$ cat config.mk
export PLATFORM = sky130hd
export DESIGN_NAME = ballot_collector_flat
export DESIGN_NICKNAME = d
export VERILOG_FILES = /design/src/rtl/ballot_collector_if.sv /design/src/rtl/ballot_collector.sv /design/src/flat_wrapper.sv
export SDC_FILE = /design/constraint.sdc
export NUM_CORES = 1
export LEC_CHECK = 0
export CORE_ASPECT_RATIO = 0.8
export CORE_UTILIZATION = 55
export CTS_CLUSTER_SIZE = 30
export DETAILED_ROUTE_END_ITERATION = 8
export GPL_ROUTABILITY_DRIVEN = 0
export HOLD_SLACK_MARGIN = 0.15
export PLACE_DENSITY = 0.84
export SLEW_MARGIN = 25
export SYNTH_ARGS = -nofsm -noshare
export SYNTH_HDL_FRONTEND = slang
export SYNTH_SLANG_ARGS = --single-unit
$ cat constraint.sdc
create_clock -name clk -period 5.4 [get_ports clk]
set_clock_uncertainty 0.2 [all_clocks]
set_input_delay 1.08 -clock clk [delete_from_list [all_inputs] [get_ports clk]]
set_output_delay 1.08 -clock clk [all_outputs]
set_load 0.02 [all_outputs]
$ cat src/rtl/ballot_collector_if.sv
// Ballot bus and result vectors shared between the ballot source and the collector.
interface ballot_collector_if;
    logic        start;
    logic        close;
    logic        ballot_valid;
    logic [1:0]  ballot_class;
    logic [4:0]  ballot_id;
    logic        ballot_yes;
    logic [31:0] np;
    logic [7:0]  vip;
    logic        vvip;
    logic        ready;
    logic        busy;
    logic        accept;
    logic        reject;
    logic [5:0]  ballot_cnt;

    modport master (
        output start, close, ballot_valid, ballot_class, ballot_id, ballot_yes,
        input  np, vip, vvip, ready, busy, accept, reject, ballot_cnt
    );

    modport slave (
        input  start, close, ballot_valid, ballot_class, ballot_id, ballot_yes,
        output np, vip, vvip, ready, busy, accept, reject, ballot_cnt
    );
endinterface

$ cat src/rtl/ballot_collector.sv
// Ballot collector: gathers one ballot per clock from 32 normal, 8 VIP and
// 1 VVIP voter, enforces one ballot per voter and freezes the yes-vectors
// once the poll closes by command or timeout.
module ballot_collector #(
    parameter int TIMEOUT = 1000
) (
    input logic               clk,
    input logic               reset,
    ballot_collector_if.slave bus
);
    typedef enum logic [1:0] {IDLE, OPEN, CLOSED} state_t;

    localparam logic [15:0] LAST = 16'(TIMEOUT - 1);

    state_t      state, state_next;
    logic [31:0] np_q, seen_np;
    logic [7:0]  vip_q, seen_vip;
    logic        vvip_q, seen_vvip;
    logic [5:0]  cnt;
    logic [15:0] timer;
    logic        accept_q, reject_q, ready_q, busy_q;
    logic        legal, dup, take, refuse, clear, expire;

    // State register
    always_ff @(posedge clk) begin
        if (reset) state <= IDLE;
        else       state <= state_next;
    end

    // Next state plus per-cycle ballot qualification
    always_comb begin
        state_next = state;
        legal      = 1'b0;
        dup        = 1'b0;
        take       = 1'b0;
        refuse     = 1'b0;
        clear      = 1'b0;
        expire     = 1'b0;
        case (bus.ballot_class)
            2'd0: begin legal = 1'b1;                    dup = seen_np[bus.ballot_id];       end
            2'd1: begin legal = (bus.ballot_id < 5'd8);  dup = seen_vip[bus.ballot_id[2:0]]; end
            2'd2: begin legal = (bus.ballot_id == 5'd0); dup = seen_vvip;                    end
            default: begin legal = 1'b0;                 dup = 1'b0;                         end
        endcase
        case (state)
            OPEN: begin
                if (bus.ballot_valid) begin
                    take   = legal && !dup;
                    refuse = !(legal && !dup);
                end
                // the ballot sampled on the closing edge is still processed above
                expire = bus.close || (timer == LAST);
                if (expire) state_next = CLOSED;
            end
            default: begin
                if (bus.start) begin
                    clear      = 1'b1;
                    state_next = OPEN;
                end
            end
        endcase
    end

    // Vectors, seen-masks, counter, timer and registered status/pulses
    always_ff @(posedge clk) begin
        if (reset) begin
            np_q      <= '0;
            vip_q     <= '0;
            vvip_q    <= 1'b0;
            seen_np   <= '0;
            seen_vip  <= '0;
            seen_vvip <= 1'b0;
            cnt       <= '0;
            timer     <= '0;
            accept_q  <= 1'b0;
            reject_q  <= 1'b0;
            ready_q   <= 1'b0;
            busy_q    <= 1'b0;
        end else begin
            accept_q <= take;
            reject_q <= refuse;
            ready_q  <= (state_next == CLOSED);
            busy_q   <= (state_next == OPEN);
            if (clear) begin
                np_q      <= '0;
                vip_q     <= '0;
                vvip_q    <= 1'b0;
                seen_np   <= '0;
                seen_vip  <= '0;
                seen_vvip <= 1'b0;
                cnt       <= '0;
                timer     <= '0;
            end else begin
                if (take) begin
                    case (bus.ballot_class)
                        2'd0: begin
                            np_q[bus.ballot_id]    <= bus.ballot_yes;
                            seen_np[bus.ballot_id] <= 1'b1;
                        end
                        2'd1: begin
                            vip_q[bus.ballot_id[2:0]]    <= bus.ballot_yes;
                            seen_vip[bus.ballot_id[2:0]] <= 1'b1;
                        end
                        default: begin
                            vvip_q    <= bus.ballot_yes;
                            seen_vvip <= 1'b1;
                        end
                    endcase
                    // at most 41 distinct voters exist, so 6 bits never wrap
                    cnt <= cnt + 6'd1;
                end
                if (state == OPEN && !expire) timer <= timer + 16'd1;
            end
        end
    end

    assign bus.np         = np_q;
    assign bus.vip        = vip_q;
    assign bus.vvip       = vvip_q;
    assign bus.ready      = ready_q;
    assign bus.busy       = busy_q;
    assign bus.accept     = accept_q;
    assign bus.reject     = reject_q;
    assign bus.ballot_cnt = cnt;
endmodule

$ cat src/flat_wrapper.sv
// flat-port wrapper written by rule: the top's interface ports become plain ports
module ballot_collector_flat 
#(
    parameter int TIMEOUT = 1000
)
  (clk, reset, bus_start, bus_close, bus_ballot_valid, bus_ballot_class, bus_ballot_id, bus_ballot_yes, bus_np, bus_vip, bus_vvip, bus_ready, bus_busy, bus_accept, bus_reject, bus_ballot_cnt);
  ballot_collector_if bus_i ();
  input logic clk;
  input logic reset;
  input wire logic [$bits(bus_i.start)-1:0] bus_start;
  input wire logic [$bits(bus_i.close)-1:0] bus_close;
  input wire logic [$bits(bus_i.ballot_valid)-1:0] bus_ballot_valid;
  input wire logic [$bits(bus_i.ballot_class)-1:0] bus_ballot_class;
  input wire logic [$bits(bus_i.ballot_id)-1:0] bus_ballot_id;
  input wire logic [$bits(bus_i.ballot_yes)-1:0] bus_ballot_yes;
  output wire logic [$bits(bus_i.np)-1:0] bus_np;
  output wire logic [$bits(bus_i.vip)-1:0] bus_vip;
  output wire logic [$bits(bus_i.vvip)-1:0] bus_vvip;
  output wire logic [$bits(bus_i.ready)-1:0] bus_ready;
  output wire logic [$bits(bus_i.busy)-1:0] bus_busy;
  output wire logic [$bits(bus_i.accept)-1:0] bus_accept;
  output wire logic [$bits(bus_i.reject)-1:0] bus_reject;
  output wire logic [$bits(bus_i.ballot_cnt)-1:0] bus_ballot_cnt;
  assign bus_i.start = bus_start;
  assign bus_i.close = bus_close;
  assign bus_i.ballot_valid = bus_ballot_valid;
  assign bus_i.ballot_class = bus_ballot_class;
  assign bus_i.ballot_id = bus_ballot_id;
  assign bus_i.ballot_yes = bus_ballot_yes;
  assign bus_np = bus_i.np;
  assign bus_vip = bus_i.vip;
  assign bus_vvip = bus_i.vvip;
  assign bus_ready = bus_i.ready;
  assign bus_busy = bus_i.busy;
  assign bus_accept = bus_i.accept;
  assign bus_reject = bus_i.reject;
  assign bus_ballot_cnt = bus_i.ballot_cnt;
  ballot_collector #(.TIMEOUT(TIMEOUT)) u_core (.clk(clk), .reset(reset), .bus(bus_i));
endmodule
==> reports/summary.txt, run 1 <==
Leak = 2.015 nW
Via count = 3,971
Finished Layout Cells = 694
Post-synth ARST share = 0%
Core area = 8164 um2
Post-route minimum period = 4.129 ns
Post-route worst setup slack = 1.271 ns
Required @ worst endpoint = 5.44 ns
Main area contributors after synthesis = dfxtp_1, mux2i_1, nor2_1
Clk_lat worst skew = 0.38 ns
CP max FO = 23
Status = finished clean
Commonest cells in the netlist = dfxtp_1, nor2_1, nand2_1
Most frequent cell after synthesis = dfxtp_1
Root Buffer = clkbuf_8
Post-CTS Setup Bufs = 0
Startpoint types = primary input
Rel. slew slack = 33.55%
Slew Limit Fails = 0
Synth Area in Compound Gates = 9.905%
Reg clk slew, reported paths = 0.11 ns
I/O pin count = 64
Layout area overhead = 17.97%
Pin count of the biggest net entering global routing = 43
Number of warnings issued by yosys = 0
# H-tree levels = 3
Worst Tran Pin Value = 0.9936 ns
Initial Utilization = 58.33%
Dpl ws = 0.8438 ns
Post-detail-place hpwl = 7.723 mm
Post-Synth Simple-Gate Area = 22.36%
Multiplexer area fraction after synthesis = 12.69%
Syn Nets = 550
Initial antenna violation count = 0
XOR/XNOR Fraction of Synth Area = 2.759%
Ant diodes = 0
Largest family of logic cells by synthesized area = simple AND/OR/NAND/NOR gates
Setup Crit Path Kind = primary input to flip-flop
Vias in the first global route = 3,696
Post-synthesis cell type count = 49
Post-synth EDFFs = 0
GR Util All Layers = 25.12%
Die Span X = 106.0 um
Syn Area/Cell = 8.901 um2
Global-route wire length before repair = 18.02 mm
Worst setup EP type = flip-flop
Hold violation total from the final report = 0
Post-Syn Instances = 535
Post-Synth Adder-Cell Area = 0.5255%
Sink Count = 110
WHS = 0.2539 ns
Row cnt = 29
Fmax = 242.2 MHz
Peak VDD IR = 0.1733 mV
Arrival @ worst endpoint = 4.17 ns
Grt ovf = 0
CTS tree = yes
Maxcap violations = 0
Metal-1 WL = 5.139 mm
CTS Buf Count = 9
Synth Register Bits = 110
Leading area contributor after synthesis = dfxtp_1
Worst min path class = flip-flop to flip-flop
Final period util = 76.47%
Violation count after the first detailed-route iteration = 272
Final wirelength = 10.98 mm
CTS Buffer Depth = 2
Hold-fix buffers, CTS = 0
Met2 WL = 5.086 mm
Final setup vio count = 0
Highest metal used = met4
Pwr Density = 249.7 nW/um2
Layout net count = 596
Number of gates resized after cts = 0
Vias/cell = 5.722
Main flop type after synthesis = dfxtp_1
Die area = 9037 um2
Buffers on Ports = 63
Pre-antenna DRT Iters = 5
Die Y = 85.23 um
Share of layout cells above drive strength 1 = 7.338%
DRC viols = 0
Placed cells = 678
RSZ-0062 raised after global routing = no
Mapped Area = 4762 um2
DR WL/cell = 15.82 um
Met3 routed WL = 603 um
Post-synth top area share = 46.24%
Final Core Density = 68.81%
Sequential area share after synthesis = 46.24%
Setup TNS = 0 ns
Remaining antenna violation count = 0
Worst reg-to-reg setup slack = 2.66 ns
## per-stage QoR
stage / total power [mW] / cell area, um2
floorplan: 0.8990 / 4762
global placement: 0.9266 / 5414
detailed placement: 0.9274 / 5414
CTS: 1.406 / 5609
global route: 1.448 / 5618
finish: 1.403 / 5618
## worst max-delay path: stages
cell and delay (ns):
clkdlybuf4s50_1 1.12, mux2_2 0.45, nand3_1 0.09, a41o_1 0.24, and3_1 0.70, nand4_1 0.28
mux2i_1 0.19
## kinds of logic after synthesis
kind of cell | after synthesis
AND/OR/NAND/NOR | 217
flip-flops | 110
AO/OA/AOI/OAI | 73
buffers and inverters | 62
multiplexers | 56
XOR/XNOR | 15
adder cells (fa/ha/maj) | 2
## layout by cell type (no fill, tap or decap), types with 10 or more instances in the layout
cell type and n:
xor2_1 10, nor3_1 11, nand4_1 16, clkbuf_8 10, dfxtp_1 110, nand2_1 54, nand3_1 33, clkdlybuf4s50_1 63
a21oi_1 39, mux2i_1 48, inv_1 30, nor2_1 58
## routing by layer
layer | vias to the layer above | global-route usage [%]
li1 | 1932 | -
met2 | 116 | 39.93
met4 | 0 | 7.576
met1 | 1905 | 34.37
met3 | 18 | 5.530
met5 | - | 0
## power by group
part / internal [mW] / leakage (nW) / switching, mW
Clock: 0.193 / 0.102 / 0.299
Combinational: 0.0291 / 1.03 / 0.0654
Sequential: 0.814 / 0.886 / 0.00205
Total: 1.04 / 2.02 / 0.366
## path summary, 6_finish.rpt
check	from	end	cells after the start
worst min-delay path	u_core.seen_np[8]	u_core.seen_np[8]	2
worst min register to register	u_core.seen_np[8]	u_core.seen_np[8]	2
worst max-delay path	bus_ballot_id[1]	u_core.bus.np[21]	7
worst max register to register	u_core.state[0]	u_core.bus.vip[0]	6
## flip-flops by register name, indices dropped and copies added (netlist names)
name,cells
u_core.bus.accept,1
u_core.bus.ballot_cnt,6
u_core.bus.busy,1
u_core.bus.np,32
u_core.bus.ready,1
u_core.bus.reject,1
u_core.bus.vip,8
u_core.bus.vvip,1
u_core.seen_np,32
u_core.seen_vip,8
u_core.seen_vvip,1
u_core.state,2
u_core.timer,16
## final cells by class
cell class,count,area [um2]
clock buffer,10,137.6
clock inverter,6,57.56
fill,642,2546
inverter,30,112.6
multi-input combinational,363,2312
sequential,110,2202
tap,108,135.1
timing repair buffer,67,660.6
Note: power is estimated with default switching activity, not from simulation.
==> run 2, diff against run 1 <==
==> constraint.sdc (replaced) <==
create_clock -name clk -period 4.2 [get_ports clk]
set_clock_uncertainty 0.2 [all_clocks]
set_input_delay 0.84 -clock clk [delete_from_list [all_inputs] [get_ports clk]]
set_output_delay 0.84 -clock clk [all_outputs]
set_load 0.02 [all_outputs]
==> run 2 against run 1 <==
Critical endpoint is now u_core.bus.ballot_cnt[5]. Critical path depth unchanged. Final area is 1.8% higher. Global-route usage decreased by 0.071 points. Combinational power rose by 37%. Sequential cell count did not move. Non-clock buffer count increased by 6.
==> reports/summary.txt, run 2 (same netlist as run 1, synthesis figures left out) <==
Post-CTS Setup Bufs = 0
Row cnt = 29
Leak = 2.070 nW
Ant diodes = 0
Final setup vio count = 0
Sw Ratio = 24.02%
Peak VDD IR = 0.2258 mV
Startpoint types = primary input
Fmax = 290.2 MHz
Reg2reg start = u_core.state[0]
Crit-path slowest cell = clkdlybuf4s50_1
Slew Limit Fails = 0
Share of layout cells above drive strength 1 = 8.277%
Required @ worst endpoint = 4.29 ns
CP top delay family = buffers and inverters
Worst Reg-to-Reg Cells = 6
Die Y = 85.23 um
I/O pin count = 64
NetSw = 0.4534 mW
Initial Utilization = 58.33%
Pre-antenna DRT Iters = 5
Register share of total power = 55.6%
Final wirelength = 10.99 mm
Worst reg-to-reg setup slack = 1.72 ns
Die area = 9037 um2
Worst path max stage delay = 0.84 ns
Clock share of power = 37.6%
Pwr Density = 330.0 nW/um2
WHS = 0.2533 ns
Via count = 4,013
Reg clk slew, reported paths = 0.10 ns
Arrival @ worst endpoint = 3.54 ns
# H-tree levels = 3
Buffers on Ports = 63
Vias/cell = 5.733
GR Util met1 = 32.93%
Most frequent cells in the layout = dfxtp_1, clkdlybuf4s50_1, nor2_1
Remaining antenna violation count = 0
Status = finished clean
Hold violation total from the final report = 0
Critical path origin = bus_ballot_id[0]
DR WL/cell = 15.69 um
Layout area overhead = 20.10%
CTS tree = yes
Top Usage Layer GRT = met2
RSZ-0062 raised after global routing = no
Rel. slew slack = 48.33%
Vias in the first global route = 3,723
Total internal power = 1.434 mW
Worst min path class = flip-flop to flip-flop
Critical Path End = u_core.bus.ballot_cnt[5]
Maxcap violations = 0
M3 GR Usage = 6.375%
Combinational share of power = 6.8%
Pin count of the biggest net entering global routing = 43
Number of gates resized after cts = 0
Post-route worst setup slack = 0.7546 ns
Core area = 8164 um2
Clk_lat worst skew = 0.37 ns
CP bufs+invs = 1
Post-route minimum period = 3.445 ns
Violation count after the first detailed-route iteration = 324
Initial antenna violation count = 0
CTS Buf Count = 9
Total power draw = 1.887 mW
GR Util All Layers = 25.05%
CP max FO = 14
Met2 Resource Use GR = 41.47%
Layout net count = 602
Setup Crit Path Kind = primary input to flip-flop
Commonest non-fill, non-tap cell in the layout = dfxtp_1
Hold-fix buffers, CTS = 0
Global-route wire length before repair = 17.95 mm
WP depth = 7
Root Buffer = clkbuf_8
Post-detail-place hpwl = 7.815 mm
RR Endpoint = u_core.bus.ballot_cnt[5]
CTS Buffer Depth = 2
Final period util = 82.03%
Dpl ws = 0.3895 ns
Setup TNS = 0 ns
CP cell instances = clkdlybuf4s50_1 -> mux4_2 -> and3_4 -> a31oi_4 -> o22ai_2 -> or4_1 -> a21oi_1
Die Span X = 106.0 um
Grt ovf = 0
Sink Count = 110
Fill count = 617
Worst Tran Pin Value = 0.7691 ns
Worst setup EP type = flip-flop
DRC viols = 0
==> run 2: final cells by class <==
type / count / area, um2 / area share, %
clock buffer: 9 / 123.9 / 2.166
clock inverter: 7 / 102.6 / 1.794
inverter: 30 / 112.6 / 1.969
multi-input combinational: 363 / 2312 / 40.43
sequential: 110 / 2202 / 38.50
tap: 108 / 135.1 / 2.363
timing repair buffer: 73 / 730.7 / 12.78
==> run 2: through the flow <==
| stage | area [um2] | util (%) | instances |
|---|---|---|---|
| floorplan | 4762 | - | 535 |
| global placement | 5484 | 67.17 | 684 |
| detailed placement | 5484 | 67.17 | 684 |
| CTS | 5710 | 69.95 | 700 |
| global route | 5719 | 70.05 | 700 |
| finish | 5719 | 70.05 | 700 |
==> run 2: how the worst min path moves through the flow <==
stage | startpoint | end | depth (start not counted)
floorplan | u_core.seen_np[18] | u_core.seen_np[18] | 2
global placement | u_core.seen_np[29] | u_core.seen_np[29] | 2
detailed placement | u_core.seen_np[18] | u_core.seen_np[18] | 2
CTS | u_core.seen_np[29] | u_core.seen_np[29] | 2
global route | u_core.seen_np[7] | u_core.seen_np[7] | 2
finish | u_core.seen_np[29] | u_core.seen_np[29] | 2
==> run 2: power groups by stage <==
stage          sequential, mW  combinational, mW  clock, mW
4_1_cts                  1.05              0.127      0.718
6_report                 1.05              0.129      0.710
5_1_grt                  1.05              0.138      0.764
3_5_place_dp             1.07              0.126          0
2_1_floorplan            1.08             0.0808          0
3_3_place_gp             1.07              0.123          0
==> run 2: tightest hold or removal path, delay by kind of cell, from the launching register on <==
family                 cells  cell delay [ns]
DFF                        1             0.32
AOI/OAI and AO/OA          1             0.05
buffers and inverters      1             0.05
==> run 2: per-layer routing <==
layer / up-vias / wire (um)
met3: 24 / 743
met5: - / 0
met1: 1903 / 4971
met2: 141 / 5129
li1: 1945 / -
met4: 0 / 140
==> run 3, diff against run 2 <==
==> constraint.sdc (replaced) <==
create_clock -name clk -period 3.4 [get_ports clk]
set_clock_uncertainty 0.2 [all_clocks]
set_input_delay 0.68 -clock clk [delete_from_list [all_inputs] [get_ports clk]]
set_output_delay 0.68 -clock clk [all_outputs]
set_load 0.02 [all_outputs]
==> run 3 against run 2 <==
Clock-buffer cell count up 1. Register-to-register slack lost 0.78 ns. Non-clock buffer count is 11 higher. Via count up 2.7%. Critical path depth is 1 higher. Hold slack improved by 0.0022 ns. Total power is 18% higher. Largest cell class unchanged.
==> reports/summary.txt, run 3 (same netlist as run 1, synthesis figures left out) <==
Hold-fix buffers, CTS = 0
Status = finished clean
Maxcap violations = 0
CTS tree = yes
Ant diodes = 0
Final setup vio count = 0
Pin count of the biggest net entering global routing = 41
Final period util = 88.50%
Startpoint types = primary input
DR WL/cell = 16.36 um
Post-route worst setup slack = 0.3910 ns
Clk_lat worst skew = 0.39 ns
Area post-placement = 5592 um2
Die Y = 85.23 um
Leak = 2.109 nW
Dpl ws = 0.02566 ns
RR Endpoint = u_core.timer[8]
Violation count after the first detailed-route iteration = 428
Post-route cell area = 5783 um2
Rel. slew slack = 53.05%
I/O pin count = 64
Vias in the first global route = 4,032
CTS Buffer Depth = 2
Met2 Resource Use GR = 44.15%
Slew Limit Fails = 0
Layout net count = 613
Most frequent cells in the layout = dfxtp_1, clkdlybuf4s50_1, nor2_1
RSZ-0062 raised after global routing = no
DRC viols = 0
Worst reg-to-reg setup slack = 0.94 ns
M3 GR Usage = 7.066%
Pre-antenna DRT Iters = 5
Sink Count = 110
Via count = 4,121
Commonest non-fill, non-tap cell in the layout = dfxtp_1
Hold_sp = u_core.seen_np[29]
Fmax = 332.3 MHz
Die Span X = 106.0 um
Initial Utilization = 58.33%
GR Util met1 = 35.20%
CTS Buf Count = 9
Initial antenna violation count = 0
Worst Tran Pin Value = 0.6982 ns
Reg2reg start = u_core.timer[2]
Reg clk slew, reported paths = 0.11 ns
CP max FO = 17
Pwr Density = 383.9 nW/um2
Worst hold path depth = 2
Peak VDD IR = 0.2895 mV
Layout area overhead = 21.44%
Buffers on Ports = 63
Root Buffer = clkbuf_8
Final Core Density = 70.84%
Final wirelength = 11.63 mm
Post-route minimum period = 3.009 ns
Row cnt = 29
Global-route wire length before repair = 19.40 mm
Hold violation total from the final report = 0
Setup TNS = 0 ns
Top Usage Layer GRT = met2
Worst min path class = flip-flop to flip-flop
Post-CTS Setup Bufs = 0
GR Util All Layers = 27.32%
Number of gates resized after cts = 0
Worst Reg-to-Reg Cells = 5
Setup Crit Path Kind = primary input to flip-flop
Die area = 9037 um2
Arrival @ worst endpoint = 3.12 ns
# H-tree levels = 3
Worst setup EP type = flip-flop
Required @ worst endpoint = 3.51 ns
Post-detail-place hpwl = 8.320 mm
Grt ovf = 0
Core area = 8164 um2
Share of layout cells above drive strength 1 = 9.453%
Vias/cell = 5.796
Remaining antenna violation count = 0
Hold endpoint = u_core.seen_np[29]
run 3: cell type report:
class | count | area (um2)
flip-flops and latches | 110 | 2202
clock buffers | 10 | 127.6
well taps | 108 | 135.1
clock inverters | 6 | 63.81
inverters | 30 | 112.6
fillers | 622 | 2381
multi-input cells | 363 | 2303
repair buffers | 84 | 838.3
run 3: worst max-delay path by stage:
stage | startpoint | end | slack (ns) | cells past startpoint
after floorplan | bus_ballot_id[1] | u_core.bus.ballot_cnt[3] | 0.70 | 9
after global placement | bus_ballot_id[0] | u_core.bus.ballot_cnt[5] | 0.08 | 8
after detailed placement | bus_ballot_id[0] | u_core.bus.ballot_cnt[5] | 0.03 | 8
after CTS | bus_ballot_id[0] | u_core.bus.ballot_cnt[5] | 0.43 | 8
after global routing | bus_ballot_id[1] | u_core.bus.ballot_cnt[5] | 0.28 | 8
final | bus_ballot_id[1] | u_core.bus.ballot_cnt[5] | 0.39 | 8
run 3: stage by stage:
stage          hold slack, ns  std cells  power [mW]
3_3_place_gp           0.2323        695       1.485
6_report               0.2555        711       2.220
4_1_cts                0.2551        711       2.238
5_1_grt                0.2746        711       2.302
3_5_place_dp           0.2382        695       1.490
2_1_floorplan          0.2220        535       1.428
run 3: power breakdown:
group / total (mW) / internal, mW / switching, mW
clock network: 0.757 / 0.287 / 0.470
registers: 1.30 / 1.29 / 0.00335
logic: 0.167 / 0.0598 / 0.107
run 3: metal layers:
metal	wire length (um)	vias up	share of wire [%]
li1	-	1971	-
met1	5145	1950	44
met2	5433	175	47
met3	826	25	7.1
met4	227	0	2.0
met5	0	-	0
run 3: critical path, stage by stage:
cell	delay (ns)
clkdlybuf4s50_1	0.51
buf_12	0.16
mux2_2	0.36
nor3b_1	0.32
o31a_1	0.25
o22ai_2	0.17
or4_1	0.53
a21oi_1	0.14
